## src/rtl/rv3n_fetch_ctrl_pkg.sv

```systemverilog
// -----------------------------------------------------------------------------
// rv3n_fetch_ctrl_pkg
// Shared constants for the rv3n instruction-fetch sequencer: datapath widths,
// the RISC-V opcodes the taken-hint predictor recognises, and the fetch FSM
// state encoding.
// No ports (package).
// -----------------------------------------------------------------------------
package rv3n_fetch_ctrl_pkg;

  localparam int RV3N_XLEN = 32;  // data/address width
  localparam int RV3N_INUM = 2;   // 32-bit words per fetch block
  localparam int RV3N_HLEN = 16;  // halfword width

  localparam logic [6:0] RV3N_OPC_BRANCH = 7'b1100011;
  localparam logic [6:0] RV3N_OPC_JAL    = 7'b1101111;

  // RUN : no request pending on imem (or the pending one was just granted).
  // HOLD: imem_req is high and waiting for imem_gnt; address must not move.
  typedef enum logic {
    ST_RUN  = 1'b0,
    ST_HOLD = 1'b1
  } fetch_state_e;

endpackage

```

## src/rtl/rv3n_fetch_predict.sv

```systemverilog
// -----------------------------------------------------------------------------
// rv3n_fetch_predict
// Combinational static taken-hint for one fetch block. For every halfword h the
// 32-bit word starting at h is decoded: a backward conditional branch
// (BRANCH opcode with imm[12] = 1) or a JAL marks the halfword as taken. The
// last halfword cannot hold a full 32-bit word inside the block, so its hint
// is always 0.
// Only elaborated when RV3N_FETCH_PREDICT_EN is defined.
// Ports:
//   block_i   [INUM*XLEN-1:0]  fetch block data
//   predict_o [INUM*2-1:0]     per-halfword taken hint
// -----------------------------------------------------------------------------
module rv3n_fetch_predict
  import rv3n_fetch_ctrl_pkg::*;
#(
  parameter int XLEN = RV3N_XLEN,
  parameter int INUM = RV3N_INUM
) (
  input  logic [INUM*XLEN-1:0] block_i,
  output logic [INUM*2-1:0]    predict_o
);

  localparam int NHW = INUM * 2;

  logic [31:0] word;

  always_comb begin
    predict_o = '0;
    word      = '0;
    for (int h = 0; h < NHW - 1; h++) begin
      word         = block_i[h*RV3N_HLEN +: 32];
      predict_o[h] = ((word[6:0] == RV3N_OPC_BRANCH) && word[31]) ||
                     (word[6:0] == RV3N_OPC_JAL);
    end
  end

endmodule

```

## src/rtl/rv3n_fetch_ctrl.sv

```systemverilog
// -----------------------------------------------------------------------------
// rv3n_fetch_ctrl
// Instruction-fetch sequencer between the imem port and the decode buffer.
// Owns the fetch PC, issues block-aligned requests while decode has room,
// counts outstanding (granted, unanswered) requests, drops responses made
// stale by a redirect and forwards surviving responses to decode one cycle
// after imem_rvalid.
//
// Optional feature: define RV3N_FETCH_PREDICT_EN to elaborate the static
// taken-hint predictor (rv3n_fetch_predict); otherwise if2dc_predict is 0.
//
// Ports:
//   clk              clock
//   rst              asynchronous reset, active low
//   dc2if_new_valid  redirect request
//   dc2if_new_pc     redirect target (aligned down to the block here)
//   dc2if_continue   decode buffer can absorb one more block
//   imem_req/addr    registered fetch request / block-aligned address
//   imem_gnt         request accepted this cycle
//   imem_rvalid/rdata/err  in-order response
//   if2dc_valid/rdata/err/predict  registered block to decode
//   fetch_proto_err  sticky: response seen with nothing outstanding
// -----------------------------------------------------------------------------
module rv3n_fetch_ctrl
  import rv3n_fetch_ctrl_pkg::*;
#(
  parameter int              XLEN     = RV3N_XLEN,
  parameter int              INUM     = RV3N_INUM,
  parameter int              MAX_OUT  = 2,
  parameter logic [XLEN-1:0] RESET_PC = '0
) (
  input  logic                 clk,
  input  logic                 rst,
  input  logic                 dc2if_new_valid,
  input  logic [XLEN-1:0]      dc2if_new_pc,
  input  logic                 dc2if_continue,
  output logic                 imem_req,
  output logic [XLEN-1:0]      imem_addr,
  input  logic                 imem_gnt,
  input  logic                 imem_rvalid,
  input  logic [INUM*XLEN-1:0] imem_rdata,
  input  logic                 imem_err,
  output logic                 if2dc_valid,
  output logic [INUM*XLEN-1:0] if2dc_rdata,
  output logic                 if2dc_err,
  output logic [INUM*2-1:0]    if2dc_predict,
  output logic                 fetch_proto_err
);

  localparam int              BW          = INUM * XLEN;
  localparam int              CW          = $clog2(MAX_OUT + 2);
  localparam logic [XLEN-1:0] BLK_BYTES   = XLEN'(INUM * 4);
  localparam logic [XLEN-1:0] BLK_MASK    = ~(BLK_BYTES - XLEN'(1));
  localparam logic [XLEN-1:0] RESET_PC_AL = RESET_PC & BLK_MASK;
  localparam logic [CW-1:0]   MAX_C       = CW'(MAX_OUT);

  fetch_state_e      state_q, state_d;
  logic [XLEN-1:0]   addr_q, addr_d;     // address of the request on imem
  logic [XLEN-1:0]   pc_q, pc_d;         // next block address to issue
  logic [CW-1:0]     out_q, out_d;       // granted, unanswered requests
  logic [CW-1:0]     drop_q, drop_d;     // responses still to discard
  logic              stale_q, stale_d;   // pending HOLD request predates a redirect
  logic              perr_q, perr_d;
  logic              vld_q, vld_d;
  logic [BW-1:0]     rdata_q, rdata_d;
  logic              err_q, err_d;
  logic [INUM*2-1:0] pred_q, pred_d;

  logic              grant;
  logic              resp_ok;
  logic              resp_drop;
  logic              fwd;
  logic              can_issue;
  logic [XLEN-1:0]   new_pc_al;
  logic [INUM*2-1:0] pred_c;

`ifdef RV3N_FETCH_PREDICT_EN
  rv3n_fetch_predict #(
    .XLEN (XLEN),
    .INUM (INUM)
  ) u_predict (
    .block_i   (imem_rdata),
    .predict_o (pred_c)
  );
`else
  assign pred_c = '0;
`endif

  always_comb begin
    grant     = (state_q == ST_HOLD) && imem_gnt;
    // A response with nothing outstanding is a protocol error and is ignored.
    resp_ok   = imem_rvalid && (out_q != '0);
    resp_drop = resp_ok && (drop_q != '0);
    fwd       = resp_ok && !resp_drop && !dc2if_new_valid;
    new_pc_al = dc2if_new_pc & BLK_MASK;
    out_d     = out_q + CW'(grant) - CW'(resp_ok);
    // Room is judged on the count after this cycle's grant and response.
    can_issue = ((state_q == ST_RUN) || grant) && dc2if_continue && (out_d < MAX_C);

    state_d = state_q;
    addr_d  = addr_q;
    pc_d    = pc_q;
    drop_d  = drop_q - CW'(resp_drop);
    stale_d = stale_q;

    if (grant) begin
      state_d = ST_RUN;
      if (stale_q) begin
        drop_d = drop_d + CW'(1);
      end
      stale_d = 1'b0;
    end

    if (dc2if_new_valid) begin
      // Everything still in flight after this cycle belongs to the old path.
      drop_d = out_d;
      pc_d   = new_pc_al;
      if ((state_q == ST_HOLD) && !grant) begin
        // Request cannot be withdrawn; count it as stale once granted.
        stale_d = 1'b1;
      end else if (can_issue) begin
        state_d = ST_HOLD;
        addr_d  = new_pc_al;
        pc_d    = new_pc_al + BLK_BYTES;
      end
    end else if (can_issue) begin
      state_d = ST_HOLD;
      addr_d  = pc_q;
      pc_d    = pc_q + BLK_BYTES;
    end

    perr_d  = perr_q | (imem_rvalid && (out_q == '0));
    vld_d   = fwd;
    rdata_d = fwd ? imem_rdata : rdata_q;
    err_d   = fwd ? imem_err   : err_q;
    pred_d  = fwd ? pred_c     : pred_q;
  end

  always_ff @(posedge clk or negedge rst) begin
    if (!rst) begin
      state_q <= ST_RUN;
      addr_q  <= RESET_PC_AL;
      pc_q    <= RESET_PC_AL;
      out_q   <= '0;
      drop_q  <= '0;
      stale_q <= 1'b0;
      perr_q  <= 1'b0;
      vld_q   <= 1'b0;
      rdata_q <= '0;
      err_q   <= 1'b0;
      pred_q  <= '0;
    end else begin
      state_q <= state_d;
      addr_q  <= addr_d;
      pc_q    <= pc_d;
      out_q   <= out_d;
      drop_q  <= drop_d;
      stale_q <= stale_d;
      perr_q  <= perr_d;
      vld_q   <= vld_d;
      rdata_q <= rdata_d;
      err_q   <= err_d;
      pred_q  <= pred_d;
    end
  end

  assign imem_req        = (state_q == ST_HOLD);
  assign imem_addr       = addr_q;
  assign if2dc_valid     = vld_q;
  assign if2dc_rdata     = rdata_q;
  assign if2dc_err       = err_q;
  assign if2dc_predict   = pred_q;
  assign fetch_proto_err = perr_q;

endmodule
```

## config.mk

```make
export PLATFORM = sky130hd
export DESIGN_NAME = rv3n_fetch_ctrl
export DESIGN_NICKNAME = d
export VERILOG_FILES = /design/src/rtl/rv3n_fetch_ctrl_pkg.sv /design/src/rtl/rv3n_fetch_predict.sv /design/src/rtl/rv3n_fetch_ctrl.sv
export SDC_FILE = /design/constraint.sdc
export NUM_CORES = 1
export LEC_CHECK = 0
export BUFFER_PORTS_ARGS = -buffer_cell sky130_fd_sc_hd__buf_2
export CAP_MARGIN = 20
export CORE_ASPECT_RATIO = 1.25
export CORE_MARGIN = 2
export CORE_UTILIZATION = 30
export DETAILED_ROUTE_END_ITERATION = 8
export PLACE_DENSITY = 0.64
export RECOVER_POWER = 50
export SLEW_MARGIN = 20
export SYNTH_ARGS = -nofsm -noshare
export SYNTH_HDL_FRONTEND = slang
export SYNTH_HIERARCHICAL = 1
export SYNTH_SLANG_ARGS = --single-unit
```

## constraint.sdc

```tcl
create_clock -name clk -period 4.5 [get_ports clk]
set_clock_uncertainty 0.15 [all_clocks]
set_input_delay 0.225 -clock clk [delete_from_list [all_inputs] [get_ports clk]]
set_output_delay 0.225 -clock clk [all_outputs]
set_load 0.005 [all_outputs]
```

==> results of run 1 <==
## worst max-delay path: cells and delay by family (launching register included)
family	cells	cell delay, ps
compound gates	1	280
buf+inv	3	190
simple gates	2	1320
flops	1	400
xor+xnor	2	580
mux	1	90
fa+ha+maj	2	450
## layout make-up
type,count,area (um^2)
clock buffer,17,425.4
inverter,11,41.29
timing repair buffer,285,1768
tap,279,349.1
clock inverter,14,203.9
antenna,2,5.005
fill,2061,12320
multi-input combinational,519,2977
sequential,132,3303
## per-stage QoR
stage	cell area [um^2]	util
2_1_floorplan	6507	-
3_3_place_gp	7735	0.3615
3_5_place_dp	7735	0.3615
4_1_cts	9145	0.4274
5_1_grt	9067	0.4238
6_report	9072	0.4240
## power by group through the flow
stage	combinational [W]	clock, W	sequential (W)
3_3_place_gp	0.00154	0	0.00193
4_1_cts	0.00163	0.00153	0.00193
2_1_floorplan	0.000791	0	0.00195
3_5_place_dp	0.00157	0	0.00195
5_1_grt	0.00179	0.00158	0.00200
6_report	0.00154	0.00149	0.00194
## cells by family (layout without fill, tap and decap cells)
kind of cell	Yosys count	after routing	share of synthesized area
DFF	132	132	0.5085
other	1	6	0.0005773
and+or+nand+nor	360	360	0.2492
xor gates and xnor gates	56	56	0.07781
adders and majority gates	5	5	0.009630
muxes	54	54	0.08532
buffers and inverters	55	327	0.03698
AOI/OAI and AO/OA	40	40	0.03197
## repair_timing
item / in CTS / in global routing
endpoints found under the hold margin: 169 / 0
hold buffers: 78 / 0
setup endpoints to repair: 0 / 0
## layer usage
metal / GRT usage / wire (um) / vias to the layer above
met3: 0.04942 / 1778 / 27
met1: 0.1992 / 7939 / 2730
met5: 0 / 13 / -
met2: 0.2956 / 9521 / 221
li1: - / - / 2867
met4: 0.06114 / 369 / 2
## sequential cells by signal, indices dropped and copies added, names as in the netlist
register	flops
drop_q	2
fetch_proto_err	1
if2dc_err	1
if2dc_rdata	64
if2dc_valid	1
imem_addr	30
imem_req	1
out_q	2
pc_q	29
stale_q	1
## placed cells by master (no fill, tap or decap), types with 3 or more instances in the layout
cell type and instances:
clkinv_4 4, nand4_1 16, a21oi_1 4, conb_1 4, and4_1 7, and2_1 3
nand3_1 25, buf_4 8, nand2_1 248, clkbuf_1 54, dfrtp_1 132, inv_6 3
and3_1 6, buf_2 142, mux2i_1 52, nor3_1 16, nor4_1 13, ha_1 5
clkbuf_16 17, xnor2_1 31, xor2_1 24, o21ai_0 33, inv_1 9, nor2_1 9
clkinvlp_4 3, dlygate4sd3_1 78, bufinv_16 4
## path summary, 6_finish.rpt
| kind | start | end | slack, ps | depth (start not counted) |
|---|---|---|---|---|
| max reg2reg | out_q[1] | pc_q[26] | 830 | 11 |
| min | dc2if_new_pc[7] | pc_q[7] | 20 | 3 |
| min reg2reg | fetch_proto_err | fetch_proto_err | 310 | 1 |
| max | out_q[1] | pc_q[26] | 830 | 11 |
| max in group asynchronous | rst | if2dc_rdata[29] | 1670 | 3 |
| min in group asynchronous | rst | imem_addr[16] | 890 | 2 |
==> impl_metrics.ini, run 1 <==
[power_and_ir_drop]
power_switching_w = 0.001741
clkPwrFrac = 0.300
peakVddDrop_mv = 0.3186
share_comb_of_total_power = 0.311
seq_power_share = 0.389
p_leak_nw = 4.370
power_density_nw_per_um2 = 548.2
fin_total_pwr_w = 0.004974
p_int_w = 0.003233
p_sw_frac = 0.3501

[die]
coreArea_um2 = 21400
die_w_um = 135.6
rows = 60
start_util = 0.3036
die_y_um = 168.5
pin_count = 207
die-area_um2 = 22850

[logic_synthesis]
synth_cell_types = 40
synth.yosys.seq_area_share = 0.5085
synth_flop_cell = dfrtp_1
synthArstFlopShare = 1.000
avgSynthCellArea_um2 = 9.241
synth_top_area_share = 0.5085
ys_warn_count = 6
synth_area_leaders = dfrtp_1 (51%), nand2_1 (14%), mux2i_1 (8.0%), xnor2_1 (4.2%), xor2_1 (3.2%)
syn-cell-area_um2 = 6496
synth_cells = 703
synth_seq_cells = 132
synth-edff-count = 0
ys_top_cells_by_count = nand2_1 (248), dfrtp_1 (132), mux2i_1 (52)
synth_most_common_cell = nand2_1
yosysTopAreaCell = dfrtp_1

[setup_path]
critPathKind = reg2reg
startpoint_type = flip-flop
required_ps = 4560
crit_chain = o21ai_0 > inv_1 > ha_1 > inv_1 > ha_1 > xnor3_2 > inv_2 > or4_1 > nor4_1 > xnor2_1 > mux2i_1
path_max_fanout = 14
cp-end-kind = flip-flop
crit_slowest_cell = or4_1
cpPeakStageDelay_ps = 860
cp.arrival_ps = 3730

[sta]
slew_viol_final = 162
hold_violations = 0
setup_viol = 0
fmax_mhz = 272.5
holdWs_ps = 19.52
setup_slack_ps = 830.2
tns_ps = 0
tightest_slew_ps = 2391
final.period_utilization = 0.8155
rsz0062_at_grt = no
fin_crit_ps = 3670
slew_headroom = -0.5939

[placed_design]
gp_congestion = 0.8349
dp_worst_setup_slack_ps = 871.9
placedCellCount = 1148
dp_hpwl_mm = 13.39
port_buffers = 199

[clock_tree]
cts_tree = built
cts_setup_buffers = 0
clockRootBuffer = clkbuf_16
clk_path_buf_depth = 2
numClockSinks = 132
clkLatencyLatePin_ps = 410
cts_buffers = 17
clk_pin_slew_ps = 60
ctsResizeCount = 0
h-tree-depth = 4

[flow_run]
maxCapViolCount = 2

[grt]
grt_pass1_wl_mm = 30.43
grt_overflow = 0
track_usage = 0.1703
grt_pass1_vias = 5827
grt_max_degree = 93
antenna_found_initial = 3

[run_status]
violations = capacitance limit, slew limit
status = finished with violations

[detailed_routing]
viasPerCell = 4.644
drt_pass1_iterations = 4
postRouteAntennaNets = 0
via_count = 5847
finalWirelength_mm = 19.62
post_drt_wl_per_cell_um = 15.59
drc = 0
drt_iter0_markers = 292

[hold_path]
hold_path.class = in2reg

[final_layout]
area_delta_synth_final_pct = 39.66
drive_above_1_share = 0.2004
fin_cells = 1259
nNetsFinal = 1074
Power figures use the tool's default switching activity.
==> inputs of run 2 (changes only) <==
==> constraint.sdc (replaced) <==
create_clock -name clk -period 3.7 [get_ports clk]
set_clock_uncertainty 0.15 [all_clocks]
set_input_delay 0.185 -clock clk [delete_from_list [all_inputs] [get_ports clk]]
set_output_delay 0.185 -clock clk [all_outputs]
set_load 0.005 [all_outputs]
==> impl_metrics.ini, run 2 (same netlist as run 1, synthesis figures left out) <==
[setup_path]
crit_slowest_cell = dlygate4sd3_1
required_ps = 3850
crit_chain = o21ai_0 > inv_1 > ha_1 > inv_1 > ha_1 > xnor3_2 > inv_2 > nor3_1 > buf_4 > nand3_1 > o211ai_1 > dlygate4sd3_1 > nand3b_1
cpPeakStageDelay_ps = 570
cp_num_buf_inv = 5
cp.arrival_ps = 3550
cp-end-kind = flip-flop
critPathTopFamily = buffers and inverters
reg2reg_depth = 13
critPathKind = reg2reg
startpoint_type = flip-flop
path_max_fanout = 11
cp.depth = 13

[final_layout]
drive_above_1_share = 0.1899
final_common_cell = nand2_1
nNetsFinal = 1090
mostFrequentLayoutCells = nand2_1 (248), dfrtp_1 (132), buf_2 (130)
largest_reg_flops = 64
design_area_um2 = 9155
area_delta_synth_final_pct = 40.93
fillers = 2087

[placed_design]
dp_worst_setup_slack_ps = 156.9
placed_cell_area_um2 = 7777
gp_congestion = 0.7840
dp_hpwl_mm = 13.45
port_buffers = 199

[detailed_routing]
post_drt_wl_per_cell_um = 15.62
postRouteAntennaNets = 0
drt_iter0_markers = 273
via_count = 5933
viasPerCell = 4.653
drc = 0
finalWirelength_mm = 19.91
drt_pass1_iterations = 4

[clock_tree]
numClockSinks = 132
cts_buffers = 17
clkLatencyLatePin_ps = 410
cts_setup_buffers = 0
h-tree-depth = 4
clockRootBuffer = clkbuf_16
clk_pin_slew_ps = 60
clk_path_buf_depth = 2
cts_tree = built

[grt]
grt_max_degree = 99
track_usage = 0.1716
grt_pass1_wl_mm = 30.66
grt_pass1_vias = 5896
antenna_found_initial = 2
grt_overflow = 0

[hold_path]
holdPathStages = 3
hold_path.class = in2reg

[die]
die-area_um2 = 22850
pin_count = 207
die_y_um = 168.5
rows = 60
coreArea_um2 = 21400
die_w_um = 135.6
start_util = 0.3036

[sta]
rsz0062_at_grt = no
slew_headroom = -0.6675
setup_slack_ps = 294.1
final.period_utilization = 0.9205
setup_viol = 0
slew_viol_final = 99
tightest_slew_ps = 2501
hold_violations = 0
tns_ps = 0
fin_crit_ps = 3406
fmax_mhz = 293.6

[run_status]
violations = capacitance limit, slew limit
status = finished with violations

[power_and_ir_drop]
power_density_nw_per_um2 = 642.5
p_leak_nw = 4.357
peakVddDrop_mv = 0.3337

[flow_run]
maxCapViolCount = 1
run 2: cell count changes in the layout (fill, tap and decap cells not counted), moves of 3 or more:
cell	before	now
clkbuf_1	54	68
buf_2	142	130
dlygate4sd3_1	78	90
buf_4	8	12
clkinvlp_4	3	7
bufinv_16	4	1
run 2: final timing paths:
check / startpoint / end / slack, ps
hold reg to reg: fetch_proto_err / fetch_proto_err / 320
max in group asynchronous: rst / if2dc_rdata[29] / 990
setup reg to reg: out_q[1] / pc_q[31] / 290
hold / removal: dc2if_new_pc[17] / pc_q[17] / 20
setup / recovery: out_q[1] / pc_q[31] / 290
min in group asynchronous: rst / imem_addr[18] / 890
run 2: area by class of cell:
class	count	area, um^2	share of cell area
Antenna cell	1	2.502	0.0002733
Clock buffer	18	429.2	0.04688
Clock inverter	14	131.4	0.01435
Inverter	11	41.29	0.004510
Multi-Input combinational cell	519	2980	0.3255
Sequential cell	132	3303	0.3608
Tap cell	279	349.1	0.03813
Timing Repair Buffer	301	1918	0.2095
run 2: report_power, final:
part	switching, W	total [W]	internal [W]
clock network	0.000684	0.00161	0.000930
logic	0.00112	0.00191	0.000794
registers	0.000347	0.00236	0.00201
run 2: metal layers:
layer,global-route usage,routed length (um),vias up
li1,-,-,2896
met1,0.2031,8333,2799
met2,0.2975,9644,215
met3,0.04403,1589,23
met4,0.06522,345,0
met5,0,0,-
run 2: tightest hold or removal path, stage by stage:
cell and delay (ps):
buf_2 140, xor2_1 80, mux2i_1 130
run 2: timing repair:
item	4_1_cts	5_1_grt
endpoints found under the hold margin	200	0
setup endpoints to repair	0	3
hold buffers	90	0
gates resized for setup	0	1
run 2: stage by stage:
step                std cells  hold slack, ps  total power [W]    util
floorplan                 706          -260.6         0.003339       -
global placement         1152           208.7         0.004237  0.3635
detailed placement       1152           210.3         0.004293  0.3635
CTS                      1274           1.722         0.006018  0.4318
global route             1275           28.55         0.006350  0.4279
finish                   1275           17.10         0.005882  0.4279
